`config.mk`:
```
export PLATFORM = sky130hd
export DESIGN_NAME = alu_fun_dispatch
export DESIGN_NICKNAME = d
export VERILOG_FILES = /design/src/rtl/alu_fun_dispatch.sv
export SDC_FILE = /design/constraint.sdc
export NUM_CORES = 1
export LEC_CHECK = 0
export CAP_MARGIN = 20
export CORE_MARGIN = 1.5
export CORE_UTILIZATION = 38
export CTS_BUF_LIST = sky130_fd_sc_hd__clkbuf_2
export CTS_CLUSTER_DIAMETER = 100
export CTS_CLUSTER_SIZE = 20
export DETAILED_ROUTE_END_ITERATION = 16
export GPL_ROUTABILITY_DRIVEN = 0
export PLACE_DENSITY = 0.86
export SYNTH_ARGS = -nofsm -noshare
export SYNTH_HDL_FRONTEND = slang
export SYNTH_SLANG_ARGS = --single-unit
```
`constraint.sdc`:
```
create_clock -name CLK -period 1.8 [get_ports CLK]
set_clock_uncertainty 0.15 [all_clocks]
set_input_delay 0.36 -clock CLK [delete_from_list [all_inputs] [get_ports CLK]]
set_output_delay 0.36 -clock CLK [all_outputs]
set_load 0.02 [all_outputs]
```
`src/rtl/alu_fun_dispatch.sv`:
```
// Sequential ALU function dispatcher: accepts one operation per handshake, pulses the selected
// unit's one-hot enable, then waits for its done or a timeout. Macro ALU_DISPATCH_CNT_EN adds OP_CNT.
module alu_fun_dispatch #(
    parameter  int FUN_W     = 2,
    parameter  int DATA_W    = 16,
    parameter  int TIMEOUT   = 15,
    parameter  int CNT_W     = 8,
    localparam int NUM_UNITS = 2 ** FUN_W
) (
    input  logic                 CLK,
    input  logic                 RST,
    input  logic                 IN_VALID,
    output logic                 IN_READY,
    input  logic [FUN_W-1:0]     ALU_FUN,
    input  logic [DATA_W-1:0]    A,
    input  logic [DATA_W-1:0]    B,
    output logic [NUM_UNITS-1:0] UNIT_EN,
    output logic [DATA_W-1:0]    OP_A,
    output logic [DATA_W-1:0]    OP_B,
    output logic [FUN_W-1:0]     FUN_Q,
    input  logic [NUM_UNITS-1:0] UNIT_DONE,
    output logic                 CMPL,
    output logic                 TIMEOUT_ERR,
    output logic                 BUSY
`ifdef ALU_DISPATCH_CNT_EN
    ,
    output logic [NUM_UNITS*CNT_W-1:0] OP_CNT
`endif
);

    localparam int TMR_W = $clog2(TIMEOUT + 1);

    if (TIMEOUT < 1 || CNT_W < 1) begin : g_bad_param
        $error("alu_fun_dispatch: TIMEOUT and CNT_W must both be >= 1");
    end

    typedef enum logic [1:0] {
        ST_IDLE  = 2'd0,
        ST_ISSUE = 2'd1,
        ST_WAIT  = 2'd2
    } state_e;

    state_e               state_q, state_d;
    logic [TMR_W-1:0]     timer_q, timer_d;
    logic [DATA_W-1:0]    op_a_q, op_a_d;
    logic [DATA_W-1:0]    op_b_q, op_b_d;
    logic [FUN_W-1:0]     fun_sel_q, fun_sel_d;
    logic [NUM_UNITS-1:0] unit_en_q, unit_en_d;
    logic                 cmpl_q, cmpl_d;
    logic                 timeout_err_q, timeout_err_d;
    logic                 busy_q, busy_d;
    logic                 sel_done;

    // Only the unit owning the operation in flight can complete it.
    assign sel_done = UNIT_DONE[fun_sel_q];

    always_comb begin
        // NOTE: every next-value signal gets a default first, so no latch is inferred.
        state_d       = state_q;
        timer_d       = timer_q;
        op_a_d        = op_a_q;
        op_b_d        = op_b_q;
        fun_sel_d     = fun_sel_q;
        unit_en_d     = '0;
        cmpl_d        = 1'b0;
        timeout_err_d = 1'b0;

        case (state_q)
            ST_IDLE: begin
                if (IN_VALID) begin
                    op_a_d    = A;
                    op_b_d    = B;
                    fun_sel_d = ALU_FUN;
                    unit_en_d = NUM_UNITS'(1) << ALU_FUN;
                    state_d   = ST_ISSUE;
                end
            end
            ST_ISSUE: begin
                timer_d = TMR_W'(TIMEOUT);
                if (sel_done) begin
                    cmpl_d  = 1'b1;
                    state_d = ST_IDLE;
                end else begin
                    state_d = ST_WAIT;
                end
            end
            ST_WAIT: begin
                // Done is checked before expiry so a last-cycle done still completes.
                if (sel_done) begin
                    cmpl_d  = 1'b1;
                    state_d = ST_IDLE;
                end else if (timer_q == TMR_W'(1)) begin
                    timeout_err_d = 1'b1;
                    state_d       = ST_IDLE;
                end else begin
                    timer_d = timer_q - TMR_W'(1);
                end
            end
            default: state_d = ST_IDLE;
        endcase

        busy_d = (state_d != ST_IDLE);
    end

    always_ff @(posedge CLK) begin
        // NOTE: sequential state is written only with non-blocking assignments.
        if (RST) begin
            state_q       <= ST_IDLE;
            timer_q       <= '0;
            op_a_q        <= '0;
            op_b_q        <= '0;
            fun_sel_q     <= '0;
            unit_en_q     <= '0;
            cmpl_q        <= 1'b0;
            timeout_err_q <= 1'b0;
            busy_q        <= 1'b0;
        end else begin
            state_q       <= state_d;
            timer_q       <= timer_d;
            op_a_q        <= op_a_d;
            op_b_q        <= op_b_d;
            fun_sel_q     <= fun_sel_d;
            unit_en_q     <= unit_en_d;
            cmpl_q        <= cmpl_d;
            timeout_err_q <= timeout_err_d;
            busy_q        <= busy_d;
        end
    end

    assign IN_READY    = (state_q == ST_IDLE);
    assign UNIT_EN     = unit_en_q;
    assign OP_A        = op_a_q;
    assign OP_B        = op_b_q;
    assign FUN_Q       = fun_sel_q;
    assign CMPL        = cmpl_q;
    assign TIMEOUT_ERR = timeout_err_q;
    assign BUSY        = busy_q;

`ifdef ALU_DISPATCH_CNT_EN
    logic [NUM_UNITS*CNT_W-1:0] op_cnt_q, op_cnt_d;

    // Counter moves on the same edge that raises CMPL; saturates rather than wrapping.
    always_comb begin
        op_cnt_d = op_cnt_q;
        for (int i = 0; i < NUM_UNITS; i++) begin
            if (cmpl_d && (fun_sel_q == FUN_W'(i)) && (op_cnt_q[i*CNT_W +: CNT_W] != '1)) begin
                op_cnt_d[i*CNT_W +: CNT_W] = op_cnt_q[i*CNT_W +: CNT_W] + CNT_W'(1);
            end
        end
    end

    always_ff @(posedge CLK) begin
        if (RST) begin
            op_cnt_q <= '0;
        end else begin
            op_cnt_q <= op_cnt_d;
        end
    end

    assign OP_CNT = op_cnt_q;
`endif

endmodule

```
## Yosys cells after proc, flatten, opt, wreduce, memory -nomap -nowiden

Index checks and enable logic that the tools add are counted.

| cells by class | value |
|---|---|
| add/subtract/negate cells | 1 |
| $mul | 0 |
| divide/modulo/power cells | 0 |
| $lt $le $gt $ge | 1 |
| equal/unequal tests | 5 |
| shifts and indexed selects | 1 |
| muxes and demuxes | 12 |
| bitwise gates (word level) | 4 |
| reduce and logical (&&, ||, !) cells | 9 |

Operator list:

| operator | count |
|---|---|
| 2-bit two-way mux | 4 |
| 4-bit two-way mux | 2 |
| 4-bit one-hot mux with 2 select lines | 1 |
| 2-bit one-hot mux with 3 select lines | 1 |
| 3-bit OR reduction | 2 |
| 4-bit by 1-bit == test with 1-bit output (second input constant) | 1 |
| 2-bit inequality test (second input constant) | 2 |
| 1-bit inverter | 4 |
| 2-bit nonzero test | 2 |
| 2-bit OR reduction | 2 |
| 1-bit by 2-bit << shifter with 4-bit output (first input constant) | 1 |
| 4-bit by 1-bit subtractor with 4-bit output (second input constant) | 1 |
| 2-bit by 3-bit < comparator with 1-bit output (second input constant) | 1 |
| 1-bit two-way mux | 3 |
| 3-bit AND reduction | 1 |
| 1-bit binary-select mux with 2-bit select | 1 |
| 2-bit by 1-bit == test with 1-bit output (second input constant) | 1 |
| 2-bit == test (second input constant) | 1 |
| 2-bit zero test | 1 |
| 2-bit AND reduction | 1 |

| storage, ports and cells | value |
|---|---|
| register bits after elaboration | 47 |
| bits in latches | 0 |
| bits in writable memories | 0 |
| ROM bits | 0 |
| output and inout port bits | 42 |
| memories | 0 |

## Logic depth before layout (Yosys ltp)

| logic depth | value |
|---|---|
| depth after elaboration | 5 |
| mapped depth | 7 |
| mapped depth without buffers | 6 |

## Least setup slack after synthesis

OpenSTA, ideal clock, no wires.

| timing | value |
|---|---|
| path type | flip-flop to flip-flop |
| start | register fun_sel_q[0], in the netlist FUN_Q[0] |
| end | register timer_q[3] |
| setup time | 0.132 ns |
| arrival time | 1.559 ns |
| required time | 1.518 ns |
| setup slack | -0.041 ns |
| stages on the path, launching flop included | 5 |
| path buffers | 0 |
| cell sequence | dfxtp_1 -> mux4_2 -> and4bb_2 -> xnor2_1 -> a21oi_1 |

| on the way | value |
|---|---|
| cells in the longest elaborated chain, start to end | 4 |

Ends and longest elaborated chain:

| item | RTL line | RTL |
|---|---|---|
| start, declared | 47 | `logic [FUN_W-1:0] fun_sel_q, fun_sel_d;` |
| start signal, assigned | 122 | `fun_sel_q <= fun_sel_d;` |
| 1-bit binary-select mux with 2-bit select | 55 | `assign sel_done = UNIT_DONE[fun_sel_q];` |
| 1-bit two-way mux (implied by the code) | 55 |  |
| 2-bit inequality test (no line) | n/a |  |
| 3-bit AND reduction (no line) | n/a |  |
| end signal, assigned | 119 | `timer_q <= timer_d;` |
| end, declared | 44 | `logic [TMR_W-1:0] timer_q, timer_d;` |

No other way between the ends. The select of a mux whose other input is x is not followed.
A chain may end at the register's enable or synchronous reset.

## Worst setup path after layout

| timing | value |
|---|---|
| start | register fun_sel_q[0], in the netlist FUN_Q[0] |
| end | register state_q[0] |

| on the way | value |
|---|---|
| cells in the longest elaborated chain, start to end | 4 |

Ends and longest elaborated chain:

| item | RTL line | RTL |
|---|---|---|
| 1-bit binary-select mux with 2-bit select | 55 |  |
| 1-bit two-way mux (implied by the code) | 55 |  |
| 2-bit two-way mux | 89 | `if (sel_done) begin` |
| 2-bit one-hot mux with 3 select lines | 68 | `case (state_q)` |
| end signal, assigned | 118 | `state_q <= state_d;` |
| end, declared | 43 | `state_e state_q, state_d;` |

No other way between the ends. The select of a mux whose other input is x is not followed.

==> impl_metrics.json <==
{
  "number_of_global_route_vias_before_repair": 1672,
  "fp.dieW_um": 71.2,
  "antenna_diode_count": 0,
  "io-pin-count": 83,
  "cts_buffers": 5,
  "cp_data_required_time_ns": 2.00,
  "crit_path_cell_trace": "mux4_2 -> nor3b_4 -> a21oi_2 -> nor3_1",
  "clkLatencyLatePin_ns": 0.41,
  "drc": 0,
  "synth.top_cell.area_share_pct": 53.3,
  "floorplan.die_area_um2": 5070,
  "yosys_register_bits": 47,
  "sequential_cell_area_um2": 943,
  "clock_tree_from_tritoncts": "built",
  "final_critical_path_share_of_the_clock_period_pct": 99.8,
  "drt_pre_antenna_iters": 6,
  "post-cts-setup-buffer-count": 0,
  "vias_per_cell": 4.87,
  "rsz0062_at_grt": "yes",
  "grt_pass1_wl_mm": 7.49,
  "worst_path_largest_cell_delay_ns": 0.59,
  "route.vias.total": 1701,
  "max_cap_viol_count": 0,
  "hold_viol": 0,
  "port-buffer-count": 82,
  "status": "complete, no violations",
  "startpoint_type": "flip-flop",
  "final_layout_size_suffix_gt1_share_pct": 8.75,
  "ys_types": 25,
  "relative_slew_margins_pct": 79.7,
  "power.density_nw_per_um2": 835,
  "fp-row-count": 24,
  "worstPathMaxFanout": 7,
  "design.final.nets": 343,
  "hold_class": "input pin to flip-flop",
  "gr-usage-all-layers_pct": 18.7,
  "syn-mean-instance-area_um2": 8.45,
  "wl_cell_um": 13.1,
  "timing.final.setup_violations": 0,
  "finalSetupTns_ns": 0,
  "htreeDepth": 2,
  "layout_overhead_on_the_synthesized_area_pct": 54.3,
  "top_family_by_delay_on_critical_path": "multiplexers",
  "clock.fmax_ghz": 0.556,
  "clock_sinks": 47,
  "layoutNonFillerInstCount": 349,
  "cp_num_buf_inv": 0,
  "async_s_r_ff_share_synth_pct": 0,
  "yosys-top-cells-count": "73 x nand2_1, 47 x dfxtp_1, 38 x a21oi_1, 12 x clkbuf_1, 6 x ha_1",
  "top_flip_flop_cell_by_instance_count_after_synthesis": "dfxtp_1",
  "worst_setup_hold_path_clk_slew_ns": 0.24,
  "worst_path_max_delay_cell": "mux4_2",
  "dieHeight_um": 71.2,
  "period_minus_slack_ns": 1.80,
  "synthesis.area_um2": 1770,
  "grt_remaining_overflow": 0,
  "ir_worst_vdd_mv": 0.505,
  "placedCellCount": 341,
  "multiInputGateArea_um2": 768,
  "worst_hold_slack_ns": 0.294,
  "synth_area_leaders": "dfxtp_1 53%, nand2_1 16%, a21oi_1 11%",
  "antenna_found_initial": 0,
  "yosysTopAreaCell": "dfxtp_1",
  "layout.cell_area.non_filler_um2": 2730,
  "detailed_route_iter0_violations": 114,
  "initial_core_util_pct": 40.0,
  "synth_enable_flop_cells": 0,
  "pin_count_of_the_biggest_net_entering_global_routing": 25,
  "worst-setup-path-type": "flip-flop to flip-flop",
  "synth.yosys.seq_area_share_pct": 53.3,
  "post-route-worst-setup-slack_ns": 0.00302,
  "fillCellCount": 408,
  "post_dp_cell_area_um2": 2710,
  "detailedPlace.worstSlack_ns": -0.396,
  "number_of_routed_nets_with_antenna_violations": 0,
  "cp-end-kind": "flip-flop",
  "worst_ep_arrival_time_ns": 2.00,
  "place_hpwl_mm": 3.33,
  "clock_tree.buffer_depth": 2,
  "slew_of_the_pin_with_the_lowest_slew_margin_ns": 0.304,
  "mappedNetlistNets": 256,
  "holdBufCountCts": 0,
  "slew_violations": 0,
  "leakage_nw": 1.23,
  "clock-root-buffer": "clkbuf_2",
  "yosysMostFrequentCell": "nand2_1",
  "total_wirelength_of_the_detailed_routed_design_mm": 4.57,
  "post_synth_inst_count": 209,
  "core-area_um2": 4410,
  "synth.yosys.warnings": 0
}
-- flip-flops by register name (all words and copies together) (netlist names) --
register	cells
OP_A	16
FUN_Q	2
UNIT_EN	4
BUSY	1
OP_B	16
TIMEOUT_ERR	1
timer_q	4
state_q	2
CMPL	1
-- layout by cell type, fill, tap and decap left out --
master,netlist,layout
a211oi_1,1,1
a211oi_2,1,1
a21oi_1,38,37
a21oi_2,0,1
and2_1,1,1
and3_1,1,1
and3b_1,1,1
and4bb_1,1,1
and4bb_2,1,1
buf_12,0,2
buf_4,0,9
bufinv_16,0,1
clkbuf_2,0,5
clkdlybuf4s50_1,0,40
clkinv_1,0,1
clkinv_2,0,1
dfxtp_1,47,45
dfxtp_2,0,2
dlygate4sd2_1,0,41
ha_1,6,5
ha_2,0,1
inv_1,5,5
mux4_2,1,1
nand2_1,73,73
nand2b_1,1,1
nand3b_1,1,1
nor2_1,5,5
nor3_1,4,4
nor3b_1,1,1
nor3b_4,1,1
nor4_1,1,1
nor4bb_1,1,1
o21a_1,1,1
o21ai_0,1,1
xnor2_1,3,3
-- cell families after synthesis --
kind of cell    after synthesis  synth area share, %
simple gates                 93                 23.5
flops                        47                 53.3
compound gates               42                 12.6
buf+inv                      17                 3.61
fa+ha+maj                     6                 4.25
xor+xnor                      3                 1.49
mux                           1                 1.27
-- final cells by class --
type                       count  share of cell area (%)
multi-input combinational    145                    28.2
clock buffer                   5                   0.918
inverter                       5                   0.688
clock inverter                 3                    1.42
sequential                    47                    34.6
timing repair buffer          92                    31.8
tap                           52                    2.39
-- worst paths after layout --
| path | slack [ns] | depth (start not counted) | startpoint | endpoint |
|---|---|---|---|---|
| worst min register to register | 0.32 | 2 | OP_A[8] | OP_A[8] |
| worst max register to register | 0.003 | 4 | FUN_Q[0] | state_q[0] |
| worst max-delay path | 0.003 | 4 | FUN_Q[0] | state_q[0] |
| worst min-delay path | 0.29 | 3 | A[9] | OP_A[9] |
-- where the power goes --
part | internal (W) | switching [W]
sequential | 0.00112 | 0.0000402
combinational | 0.000260 | 0.000291
clock | 0.000228 | 0.000336
-- layer usage --
layer  share of wire [%]  wire length [um]  vias to the layer above  GRT usage (%)
met5                   0                 0                        -              0
met4                 1.6                72                        0           6.92
met3                 7.6               349                        8           6.27
met2                  52              2370                       67           33.4
met1                  39              1780                      774           20.3
li1                    -                 -                      852              -
-- worst reg2reg max path, stage by stage, from the launching register on --
cell	delay [ns]
dfxtp_2	0.40
mux4_2	0.59
nor3b_4	0.30
a21oi_2	0.11
nor3_1	0.18
-- through the flow --
step | util [%] | total power, W
2_1_floorplan | - | 0.00147
3_3_place_gp | 61.4 | 0.00177
3_5_place_dp | 61.4 | 0.00178
4_1_cts | 61.6 | 0.00230
5_1_grt | 61.8 | 0.00240
6_report | 61.8 | 0.00228
-- what timing repair did --
action,in CTS,in global routing
hold endpoints to repair,0,0
resized for setup,47,2
setup endpoints to repair,44,7
cloned,0,0
pin swaps,2,4
(Power assumes the default switching activity.)
